[src/rtl/fp_mult_arbiter.sv]
// Round-robin front end sharing one pipelined fp_mult between N_REQ requesters.
// A {valid, id} tag rides alongside each operation so the product returns to its issuer.
module fp_mult_arbiter #(
  parameter int N_REQ       = 4,
  parameter int MUL_LATENCY = 3
) (
  input  logic                  clk,
  input  logic                  reset,
  input  logic                  clk_en,
  input  logic [N_REQ-1:0]      req,
  input  logic [32*N_REQ-1:0]   req_a,
  input  logic [32*N_REQ-1:0]   req_b,
  output logic [N_REQ-1:0]      gnt,
  output logic [31:0]           mul_a,
  output logic [31:0]           mul_b,
  input  logic [31:0]           mul_q,
  output logic [N_REQ-1:0]      rsp_valid,
  output logic [31:0]           rsp_q,
  output logic                  busy
);

  localparam int PW = (N_REQ > 1) ? $clog2(N_REQ) : 1;

  logic [PW-1:0] ptr_q;
  logic [PW-1:0] ptr_d;
  logic          found;
  logic [PW-1:0] gnt_idx;
  logic          rsp_fire;

  logic          vld_q [MUL_LATENCY];
  logic          vld_d [MUL_LATENCY];
  logic [PW-1:0] id_q  [MUL_LATENCY];
  logic [PW-1:0] id_d  [MUL_LATENCY];

  // (base + off) mod N_REQ; off never exceeds N_REQ, so one subtraction is enough.
  function automatic logic [PW-1:0] wrap_add(input logic [PW-1:0] base, input int off);
    int s;
    s = int'(base) + off;
    if (s >= N_REQ) s = s - N_REQ;
    return s[PW-1:0];
  endfunction

  always_comb begin
    found   = 1'b0;
    gnt_idx = '0;
    if (clk_en && !reset) begin
      for (int k = 0; k < N_REQ; k++) begin
        if (!found && req[wrap_add(ptr_q, k)]) begin
          found   = 1'b1;
          gnt_idx = wrap_add(ptr_q, k);
        end
      end
    end
  end

  always_comb begin
    gnt   = '0;
    mul_a = '0;
    mul_b = '0;
    if (found) begin
      gnt[gnt_idx] = 1'b1;
      mul_a        = req_a[32*gnt_idx +: 32];
      mul_b        = req_b[32*gnt_idx +: 32];
    end
  end

  assign ptr_d = found ? wrap_add(gnt_idx, 1) : ptr_q;

  always_ff @(posedge clk) begin
    if (reset) ptr_q <= '0;
    else       ptr_q <= ptr_d;
  end

  // Tag stages advance only on enabled edges, in lockstep with fp_mult.
  generate
    for (genvar gi = 0; gi < MUL_LATENCY; gi++) begin : g_stage
      if (gi == 0) begin : g_head
        assign vld_d[gi] = found;
        assign id_d[gi]  = gnt_idx;
      end else begin : g_body
        assign vld_d[gi] = vld_q[gi-1];
        assign id_d[gi]  = id_q[gi-1];
      end

      always_ff @(posedge clk) begin
        if (reset) begin
          vld_q[gi] <= 1'b0;
          id_q[gi]  <= '0;
        end else if (clk_en) begin
          vld_q[gi] <= vld_d[gi];
          id_q[gi]  <= id_d[gi];
        end
      end
    end
  endgenerate

  assign rsp_fire = clk_en && !reset && vld_q[MUL_LATENCY-1];

  always_comb begin
    rsp_valid = '0;
    rsp_q     = '0;
    if (rsp_fire) begin
      rsp_valid[id_q[MUL_LATENCY-1]] = 1'b1;
      rsp_q                          = mul_q;
    end
  end

  always_comb begin
    busy = 1'b0;
    for (int k = 0; k < MUL_LATENCY; k++) busy = busy | vld_q[k];
  end

endmodule

[config.mk]
export PLATFORM = sky130hd
export DESIGN_NAME = fp_mult_arbiter
export DESIGN_NICKNAME = d
export VERILOG_FILES = /design/src/rtl/fp_mult_arbiter.sv
export SDC_FILE = /design/constraint.sdc
export NUM_CORES = 1
export LEC_CHECK = 0
export BUFFER_PORTS_ARGS = -buffer_cell sky130_fd_sc_hd__buf_2
export CAP_MARGIN = 20
export CORE_AREA = 5 5 153 155
export DETAILED_ROUTE_END_ITERATION = 16
export DIE_AREA = 0 0 158 160
export PLACE_DENSITY = 0.47
export SYNTH_ARGS = -nofsm -noshare
export SYNTH_HDL_FRONTEND = slang
export SYNTH_SLANG_ARGS = --single-unit
[constraint.sdc]
create_clock -name clk -period 1.9 [get_ports clk]
set_clock_uncertainty 0.05 [all_clocks]
set_input_delay 0.095 -clock clk [delete_from_list [all_inputs] [get_ports clk]]
set_output_delay 0.095 -clock clk [all_outputs]
set_load 0.01 [all_outputs]
==> results of run 1 <==
cell type report:
type                    instances  area (µm²)
well taps                     280       350.3
inverters                       3       18.77
fillers                      2389       16070
diodes                          1       2.502
flip-flops and latches         11       312.8
multi-input cells             263        2286
repair buffers                438        2567
clock buffers                   4       78.83
sequential cells by signal, summed over array words and instances (netlist names):
signal  count
id_q        6
ptr_q       2
vld_q       3
how the worst min path moves through the flow:
stage | start | endpoint | cells after the start
floorplan | reset | ptr_q[0] | 1
global placement | reset | ptr_q[0] | 3
detailed placement | reset | ptr_q[0] | 3
CTS | reset | ptr_q[0] | 3
global route | reset | ptr_q[0] | 3
finish | reset | ptr_q[0] | 3
power groups by stage:
stage | registers, µW | clock network [µW] | logic, µW
2_1_floorplan | 298 | 0 | 706
3_3_place_gp | 301 | 0 | 1380
3_5_place_dp | 302 | 0 | 1380
4_1_cts | 299 | 393 | 1530
5_1_grt | 303 | 399 | 1670
6_report | 299 | 384 | 1550
cell usage in the layout (no fill, tap or decap), types with 2 or more instances in the layout:
cell type,instances
buf_2,398
mux2i_1,123
o22ai_1,53
and3_1,32
buf_4,18
o22ai_2,11
edfxtp_1,9
buf_12,8
and2_1,6
buf_16,6
buf_6,6
nor2_1,5
mux2i_2,4
nand2b_1,3
a21oi_2,3
clkbuf_16,3
nand2_1,2
inv_2,2
mux2i_4,2
nor3b_1,2
dfxtp_2,2
per-layer routing:
layer	track usage [%]	up-vias	share of wire, %
li1	-	2049	-
met1	14.31	1863	38
met2	22.56	250	50
met3	2.273	20	9.1
met4	3.257	0	2.2
met5	0	-	0
repair_timing:
item                                    CTS  global route
endpoints found under the setup margin   67            68
pin swaps                                 2             0
cloned                                    6             0
gates resized for setup                  32            16
hold buffers                              0             0
setup buffers                             4             0
worst min-delay path, cell delays in order:
cell and delay (ns):
buf_2 0.09, buf_4 0.11, o31ai_1 0.07
cells in the mapped netlist (all sizes together):
cell type,number
a31oi,1
nor3b,2
o21a,1
nor3,1
buf,21
or3b,1
nand2,3
mux2i,129
inv,3
and3,32
nor2b,1
o31ai,1
and4,1
o22a,1
clkbuf,15
o21ai,1
nand2b,3
dfxtp,2
or3,2
or2,1
o22ai,65
nor2,5
nor4,1
edfxtp,9
a21oi,4
and2,7
through the flow:
stage,setup TNS (ns),instances,hold WS [ns],worst slack [ns]
after floorplan,0,313,0.1485,0.08753
after global placement,-0.2483,985,0.3658,-0.07068
after detailed placement,-0.4501,985,0.3784,-0.07393
after CTS,-10.89,999,0.1199,-0.2054
after global routing,-17.97,1000,0.1530,-0.3314
final,-12.36,1000,0.1191,-0.2358
kinds of logic after synthesis:
family / count (synthesis) / synth area share (%)
compound gates: 74 / 17.38
buf+inv: 39 / 8.714
flops: 11 / 11.68
mux: 129 / 48.61
simple gates: 60 / 13.61
==> qor.txt, run 1 <==
Skew-Pair Late Insertion Delay -> 0.24 ns
Pwr dens -> 397.6 nW/µm²
Design Power -> 2233 µW
Relative max-transition margin -> 75.42%
DRC -> 0
Final setup fails -> 67
CP Depth -> 9
Worst Setup End Kind -> output pin
Critical Path RT -> 1.75 ns
Vias in the first global route -> 4312
Library cells used by synthesis -> 29
Ys Warns -> 0
Tightest Pin Transition -> 0.3670 ns
Slowest-stage cell, CP -> dfxtp_2
Sequential fraction of design power -> 13.4%
Final HPWL DP -> 14050 µm
Final Max Tran Viols -> 0
Cell Int Power -> 1400 µW
DR pass1 iterations -> 4
Chip Height -> 160 µm
Die area -> 25280 µm²
H-tree levels -> 1
Fmax achieved -> 468.2 MHz
Routed Wire Length -> 17220 µm
Clk buf depth -> 2
Worst Setup SP -> ptr_q[1]
Max-cap violations -> 0
TritonCTS clock tree -> yes
Switching share of power -> 37.30%
RR Endpoint -> ptr_q[1]
Share of the synthesized area in the top cell type -> 48.61%
Pin count of the biggest net entering global routing -> 38
CP Capture Point -> mul_b[2]
Syn avg cell area -> 8.487 µm²
Layout cells sized above 1 -> 66.06%
First-pass GRT wire length -> 24370 µm
CTS clk-pin slew, worst paths -> 0.04 ns
Number of synthesized register bits -> 11
PortBufs -> 399
Site Rows -> 54
Core ar. -> 21690 µm²
WP data arrival -> 1.99 ns
Grt ovf -> 0
Family with the most delay on the worst path -> compound AO/OA/AOI/OAI gates
Total leakage power -> 0.003021 µW
R2r worst-path depth -> 9
R2R setup slack -> 0.11 ns
Post-Syn Instances -> 313
Cell taking the most area after synthesis -> mux2i_1
Clk network pwr share -> 17.2%
Worst setup SP type -> flip-flop
Setup ws final -> -0.2358 ns
Routed via count -> 4182
Worst-path cell chain -> a21oi_2, o21a_1, o22a_4, nand2_4, inv_8, buf_16, mux2i_1, o22ai_2, buf_2
Initial DRC count -> 178
Worst min path class -> primary input to flip-flop
I/O Pins -> 400
CTS sink cnt -> 11
Nets -> 1015
Area post-placement -> 5127 µm²
Routed len/inst -> 17.22 µm
Max VDD drop -> 0.2072 mV
Tot GR Track Use -> 12.23%
Slowest stage delay, CP -> 0.33 ns
Area delta synth->final -> 111.4%
Inserted Clock Buffers -> 3
R2r startpoint -> ptr_q[1]
Syn_nets -> 608
Violated checks -> setup timing
CP Class -> flip-flop to output pin
Gate power share -> 69.4%
Fin. Hold Viols -> 0
Initial antenna violation count -> 2
Antenna-violating nets left -> 0
RSZ-0062 raised after global routing -> true
Final core utilization -> 25.90%
Starting density of the core -> 12.25%
Placer Congestion -> 0.8040
Clock root buffer -> clkbuf_16
Post-layout instance area -> 5617 µm²
Final Cycle Share -> 112.4%
DR vias/cell -> 4.182
Worst Path Buf+Inv -> 3
Switching pwr -> 833.0 µW
Final Critical Period -> 2.136 ns
Run status -> finished with violations
Syn Std Cell Area -> 2656 µm²
Sequential area share after synthesis -> 11.68%
Die Wd -> 158 µm
Crit-path max FO -> 16
Synth area leaders -> mux2i_1 (49%), o22ai_1 (15%), edfxtp_1 (10%)
(Power assumes the default switching activity.)
==> run 2: changes to the inputs <==
--- a/constraint.sdc
+++ b/constraint.sdc
@@ -4,2 +4,2 @@
 set_output_delay 0.095 -clock clk [all_outputs]
-set_load 0.01 [all_outputs]
+set_load 0.02 [all_outputs]
==> run 2 against run 1 <==
Compared with the run above: the flow still finishes with violations (setup timing); utilization is 1.4 points higher; clock power is essentially flat; flip-flop and latch count did not move; power increased by 12%; critical path type unchanged; critical endpoint is now mul_b[14]; largest cell class unchanged; highest routed layer unchanged.
==> qor.txt, run 2 (synthesis results as in run 1) <==
Critical Path RT -> 1.75 ns (about the same)
Min-delay src -> reset (unchanged)
Die Wd -> 158 µm (unchanged)
Grt ovf -> 0 (unchanged)
Max-cap violations -> 0 (unchanged)
WP data arrival -> 1.98 ns (was 1.99 ns)
Largest reg by FF count -> id_q (unchanged)
Cts hold-fix bufs -> 0 (unchanged)
Vias in the first global route -> 4238 (was 4312)
Area delta synth->final -> 123.1% (was 111.4%)
Setup ws final -> -0.2256 ns (was -0.2358 ns)
R2r startpoint -> ptr_q[1] (unchanged)
Most frequent cells in the layout -> buf_2 (339), mux2i_1 (119), buf_4 (62), o22ai_1 (49), and3_1 (32) (was buf_2 (398), mux2i_1 (123), o22ai_1 (53), and3_1 (32), buf_4 (18))
Routed via count -> 4224 (was 4182)
First-pass GRT wire length -> 24220 µm (was 24370 µm)
Tightest Pin Transition -> 0.4362 ns (was 0.3670 ns)
Routed Wire Length -> 18170 µm (was 17220 µm)
Nets -> 1018 (was 1015)
Skew-Pair Late Insertion Delay -> 0.23 ns (was 0.24 ns)
Placer Congestion -> 0.7899 (was 0.8040)
Hold WS -> 0.1267 ns (was 0.1191 ns)
Fmax achieved -> 470.5 MHz (was 468.2 MHz)
Clock root buffer -> clkbuf_16 (unchanged)
Area taken by multi-input logic gates -> 2330 µm² (was 2286 µm²)
Final Critical Period -> 2.126 ns (was 2.136 ns)
Core ar. -> 21690 µm² (unchanged)
Final Cycle Share -> 111.9% (was 112.4%)
CTS clk-pin slew, worst paths -> 0.04 ns (about the same)
Clk buf depth -> 2 (unchanged)
Inserted Clock Buffers -> 3 (unchanged)
Ant. Diodes -> 0 (was 1)
Run status -> finished with violations (unchanged)
Worst-path cell chain -> a21oi_2, o21a_1, o22a_4, nand2_4, inv_8, buf_12, buf_6, mux2i_1, o22ai_1, buf_4 (was a21oi_2, o21a_1, o22a_4, nand2_4, inv_8, buf_16, mux2i_1, o22ai_2, buf_2)
I/O Pins -> 400 (unchanged)
PortBufs -> 399 (unchanged)
Pwr dens -> 421.3 nW/µm² (was 397.6 nW/µm²)
Slowest-stage cell, CP -> dfxtp_4 (was dfxtp_2)
CP Class -> flip-flop to output pin (unchanged)
Post-Place Setup Slack -> -0.1074 ns (was -0.07393 ns)
DR pass1 iterations -> 4 (unchanged)
Worst min path class -> primary input to flip-flop (unchanged)
CTS sink cnt -> 11 (unchanged)
Relative max-transition margin -> 70.79% (was 75.42%)
Initial DRC count -> 236 (was 178)
Biggest regs -> id_q: 6 flops, vld_q: 3 flops, ptr_q: 2 flops (unchanged)
Antenna-violating nets left -> 0 (unchanged)
TritonCTS clock tree -> yes (unchanged)
Tot GR Track Use -> 12.10% (was 12.23%)
Postcts setup bufs -> 0 (was 4)
Violated checks -> setup timing (unchanged)
Max VDD drop -> 0.2270 mV (was 0.2072 mV)
Pin count of the biggest net entering global routing -> 39 (was 38)
Worst setup SP type -> flip-flop (unchanged)
Crit-path max FO -> 8 (was 16)
Fillers -> 2396 (was 2389)
RSZ-0062 raised after global routing -> true (unchanged)
Fin. Hold Viols -> 0 (unchanged)
Register Area -> 315.3 µm² (was 312.8 µm²)
Largest register FFs -> 6 (unchanged)
Slowest stage delay, CP -> 0.36 ns (was 0.33 ns)
Commonest non-fill, non-tap cell in the layout -> buf_2 (unchanged)
Final Max Tran Viols -> 0 (unchanged)
Layout cells sized above 1 -> 67.45% (was 66.06%)
Final HPWL DP -> 14000 µm (was 14050 µm)
Routed len/inst -> 18.13 µm (was 17.22 µm)
Final setup fails -> 66 (was 67)
Starting density of the core -> 12.25% (unchanged)
Worst Setup End Kind -> output pin (unchanged)
Die area -> 25280 µm² (unchanged)
H-tree levels -> 1 (unchanged)
Site Rows -> 54 (unchanged)
DRC -> 0 (unchanged)
Total leakage power -> 0.003074 µW (was 0.003021 µW)
Worst Setup SP -> ptr_q[1] (unchanged)
Initial antenna violation count -> 2 (unchanged)
DR vias/cell -> 4.216 (was 4.182)
Chip Height -> 160 µm (unchanged)
==> run 2: cell type report <==
class                           count  area share, %
Timing Repair Buffer              441          47.82
Multi-Input combinational cell    263          39.31
Tap cell                          280          5.911
Sequential cell                    11          5.320
Clock buffer                        4          1.330
Inverter                            3         0.3167
==> run 2: worst max-delay path: cells and delay by family (launching register included) <==
family / cells / cell delay (ns)
AO/OA/AOI/OAI: 4 / 0.65
AND/OR/NAND/NOR: 1 / 0.09
flip-flops: 1 / 0.36
multiplexers: 1 / 0.11
buffers and inverters: 4 / 0.52
==> run 2: timing repair <==
| item | in CTS | in global routing |
|---|---|---|
| pin swaps | 2 | 3 |
| endpoints found under the setup margin | 68 | 67 |
| resized for setup | 97 | 43 |
| gates cloned | 5 | 5 |
==> run 2: worst paths after layout <==
check	endpoint	slack (ns)	cells past startpoint
min	ptr_q[0]	0.13	3
max reg2reg	ptr_q[1]	0.01	9
min reg2reg	id_q[2][1]	0.46	1
max	mul_b[14]	-0.23	10
==> run 2: report_power, final <==
group | internal, µW | switching (µW) | total (µW)
Clock | 282 | 101 | 382
Sequential | 286 | 16.5 | 302
Combinational | 950 | 863 | 1810
==> run 2: layer usage <==
layer  up-vias  part of all wire, %  track usage [%]
met5         -                    0                0
met4         0                  1.6            2.210
met3        23                  8.8            2.219
met2       253                   52            22.93
met1      1891                   38            14.09
li1       2057                    -                -
==> run 2: through the flow <==
| stage | power (µW) | cells | instance area [µm²] | utilization [%] | setup TNS [ns] |
|---|---|---|---|---|---|
| after floorplan | 1113 | 313 | 2656 | - | -1.915 |
| after global placement | 1783 | 988 | 5137 | 23.69 | -3.134 |
| after detailed placement | 1783 | 988 | 5137 | 23.69 | -2.561 |
| after CTS | 2400 | 997 | 5647 | 26.04 | -9.606 |
| after global routing | 2645 | 1002 | 5927 | 27.33 | -16.17 |
| final | 2497 | 1002 | 5927 | 27.33 | -10.87 |
==> run 3: changes to the inputs <==
==> constraint.sdc (replaced) <==
create_clock -name clk -period 1.9 [get_ports clk]
set_clock_uncertainty 0.05 [all_clocks]
set_input_delay 0.19 -clock clk [delete_from_list [all_inputs] [get_ports clk]]
set_output_delay 0.19 -clock clk [all_outputs]
set_load 0.02 [all_outputs]
==> run 3 against run 2 <==
Compared with the run above: the flow still finishes with violations (setup timing); design area up 27%; die area unchanged; power increased by 27%; worst setup slack lost 0.15 ns; critical path depth unchanged; flip-flop and latch count is the same; clock power about the same; critical path type unchanged.
==> qor.txt, run 3 (synthesis results as in run 1) <==
WP data arrival -> 2.03 ns (was 1.98 ns)
Final Critical Period -> 2.273 ns (was 2.126 ns)
Worst Path Buf+Inv -> 4 (unchanged)
Grt ovf -> 0 (unchanged)
Setup total negative slack -> -20.98 ns (was -10.87 ns)
Tot GR Track Use -> 13.08% (was 12.10%)
Slowest stage delay, CP -> 0.35 ns (was 0.36 ns)
Pin count of the biggest net entering global routing -> 35 (was 39)
Crit-path max FO -> 10 (was 8)
Most frequent cells in the layout -> buf_2 (332), mux2i_1 (68), buf_6 (59), buf_4 (59), o22ai_4 (36) (was buf_2 (339), mux2i_1 (119), buf_4 (62), o22ai_1 (49), and3_1 (32))
Die Wd -> 158 µm (unchanged)
Worst-path cell chain -> a21oi_1, o21a_1, o22a_4, nand2_4, inv_8, clkbuf_16, buf_4, mux2i_2, o22ai_4, buf_4 (was a21oi_2, o21a_1, o22a_4, nand2_4, inv_8, buf_12, buf_6, mux2i_1, o22ai_1, buf_4)
I/O Pins -> 400 (unchanged)
Initial DRC count -> 118 (was 236)
Core ar. -> 21690 µm² (unchanged)
Family with the most delay on the worst path -> compound AO/OA/AOI/OAI gates (unchanged)
Biggest regs -> id_q: 6 flops, vld_q: 3 flops, ptr_q: 2 flops (unchanged)
Layout cells sized above 1 -> 80.55% (was 67.45%)
Starting density of the core -> 12.25% (unchanged)
Fmax achieved -> 440.0 MHz (was 470.5 MHz)
Routed via count -> 4494 (was 4224)
Max-cap violations -> 0 (unchanged)
Clock root buffer -> clkbuf_16 (unchanged)
Tightest Pin Transition -> 0.2874 ns (was 0.4362 ns)
CTS sink cnt -> 11 (unchanged)
Routed Wire Length -> 19070 µm (was 18170 µm)
Area delta synth->final -> 183.4% (was 123.1%)
CP Depth -> 10 (unchanged)
Final setup fails -> 67 (was 66)
Inserted Clock Buffers -> 3 (unchanged)
CTS clk-pin slew, worst paths -> 0.04 ns (about the same)
Initial antenna violation count -> 3 (was 2)
Placer Congestion -> 0.8059 (was 0.7899)
DRC -> 0 (unchanged)
Largest reg by FF count -> id_q (unchanged)
Run status -> finished with violations (unchanged)
Chip Height -> 160 µm (unchanged)
Relative max-transition margin -> 80.29% (was 70.79%)
Clk buf depth -> 2 (unchanged)
Cts hold-fix bufs -> 0 (unchanged)
Worst Setup End Kind -> output pin (unchanged)
CP Class -> flip-flop to output pin (unchanged)
RSZ-0062 raised after global routing -> true (unchanged)
Commonest non-fill, non-tap cell in the layout -> buf_2 (unchanged)
Fin. Hold Viols -> 0 (unchanged)
Nets -> 1062 (was 1018)
Routed len/inst -> 18.20 µm (was 18.13 µm)
Skew-Pair Late Insertion Delay -> 0.24 ns (was 0.23 ns)
DR pass1 iterations -> 4 (unchanged)
Worst setup SP type -> flip-flop (unchanged)
Antenna-violating nets left -> 0 (unchanged)
Total leakage power -> 0.003511 µW (was 0.003074 µW)
Final Max Tran Viols -> 0 (unchanged)
Fillers -> 2244 (was 2396)
Slowest-stage cell, CP -> dfxtp_2 (was dfxtp_4)
Violated checks -> setup timing (unchanged)
First-pass GRT wire length -> 26170 µm (was 24220 µm)
Largest register FFs -> 6 (unchanged)
Cell count after placement -> 1021 (was 988)
TritonCTS clock tree -> yes (unchanged)
Max VDD drop -> 0.2368 mV (was 0.2270 mV)
Critical Path RT -> 1.66 ns (was 1.75 ns)
Die area -> 25280 µm² (unchanged)
Pwr dens -> 421.5 nW/µm² (was 421.3 nW/µm²)
Worst min path class -> primary input to flip-flop (unchanged)
Vias in the first global route -> 4799 (was 4238)
Final Cycle Share -> 119.6% (was 111.9%)
Setup ws final -> -0.3727 ns (was -0.2256 ns)
R2r worst-path depth -> 9 (unchanged)
Design Power -> 3173 µW (was 2497 µW)
H-tree levels -> 1 (unchanged)
Site Rows -> 54 (unchanged)
Fin cells -> 1048 (was 1002)
Final HPWL DP -> 14090 µm (was 14000 µm)
DR vias/cell -> 4.288 (was 4.216)
Hold Path Stages -> 3 (unchanged)
Most used cell, CP -> buf_4
PortBufs -> 399 (unchanged)
==> run 3: changes by cell type in the layout (fill, tap and decap cells not counted), sizes merged <==
cell | previous run | this run
buf | 438 | 479
clkbuf | 7 | 10
diode | 0 | 2
==> run 3: layout make-up <==
cell class                 count  area (µm²)  area share, %
clock buffer                   4       78.83          1.047
multi-input combinational    263        3231          42.92
sequential                    11       311.5          4.139
tap                          280       350.3          4.654
timing repair buffer         485        3530          46.89
inverter                       3       21.27         0.2826
antenna                        2       5.005        0.06649
==> run 3: timing repair <==
action                                  in CTS  in global routing
pin swaps                                    3                  4
endpoints found under the setup margin      67                 67
setup buffers                                7                  4
gates resized for setup                    192                 65
cloned                                       5                  6
==> run 3: path summary, 6_finish.rpt <==
| path | to | slack, ns | from |
|---|---|---|---|
| worst max register to register | ptr_q[1] | 0.01 | ptr_q[1] |
| worst max-delay path | mul_b[25] | -0.37 | ptr_q[1] |
| worst min register to register | id_q[2][1] | 0.46 | id_q[1][1] |
| worst min-delay path | ptr_q[0] | 0.21 | reset |
==> run 3: through the flow <==
stage | cell area [µm²] | worst slack [ns] | utilization (%) | hold WS, ns
global route | 7527 | -0.4724 | 34.71 | 0.2182
floorplan | 3153 | -0.04520 | - | 0.2435
detailed placement | 6028 | -0.1894 | 27.80 | 0.4532
global placement | 6028 | -0.1757 | 27.80 | 0.4506
finish | 7527 | -0.3727 | 34.71 | 0.2085
CTS | 7064 | -0.3557 | 32.57 | 0.2069
==> run 3: metal layers <==
layer  share of wire, %  global-route usage, %  wire [µm]
met1                 36                  13.82       6781
met5                  0                      0          0
met2                 55                  26.28      10510
met3                7.6                  2.544       1451
met4                1.7                  2.559        327
==> run 3: worst register-to-register path: stages, from the launching register on <==
cell and delay [ns]:
dfxtp_2 0.35, mux2i_1 0.19, o22ai_1 0.10, or3_4 0.48, buf_12 0.19, buf_6 0.12, inv_4 0.04, and2_4 0.13
buf_4 0.10, a31oi_1 0.03
==> run 3: power by group <==
| part | total [µW] | switching [µW] | internal, µW |
|---|---|---|---|
| registers | 296 | 11.0 | 285 |
| clock network | 384 | 102 | 282 |
| logic | 2490 | 1140 | 1350 |
| total | 3170 | 1250 | 1920 |
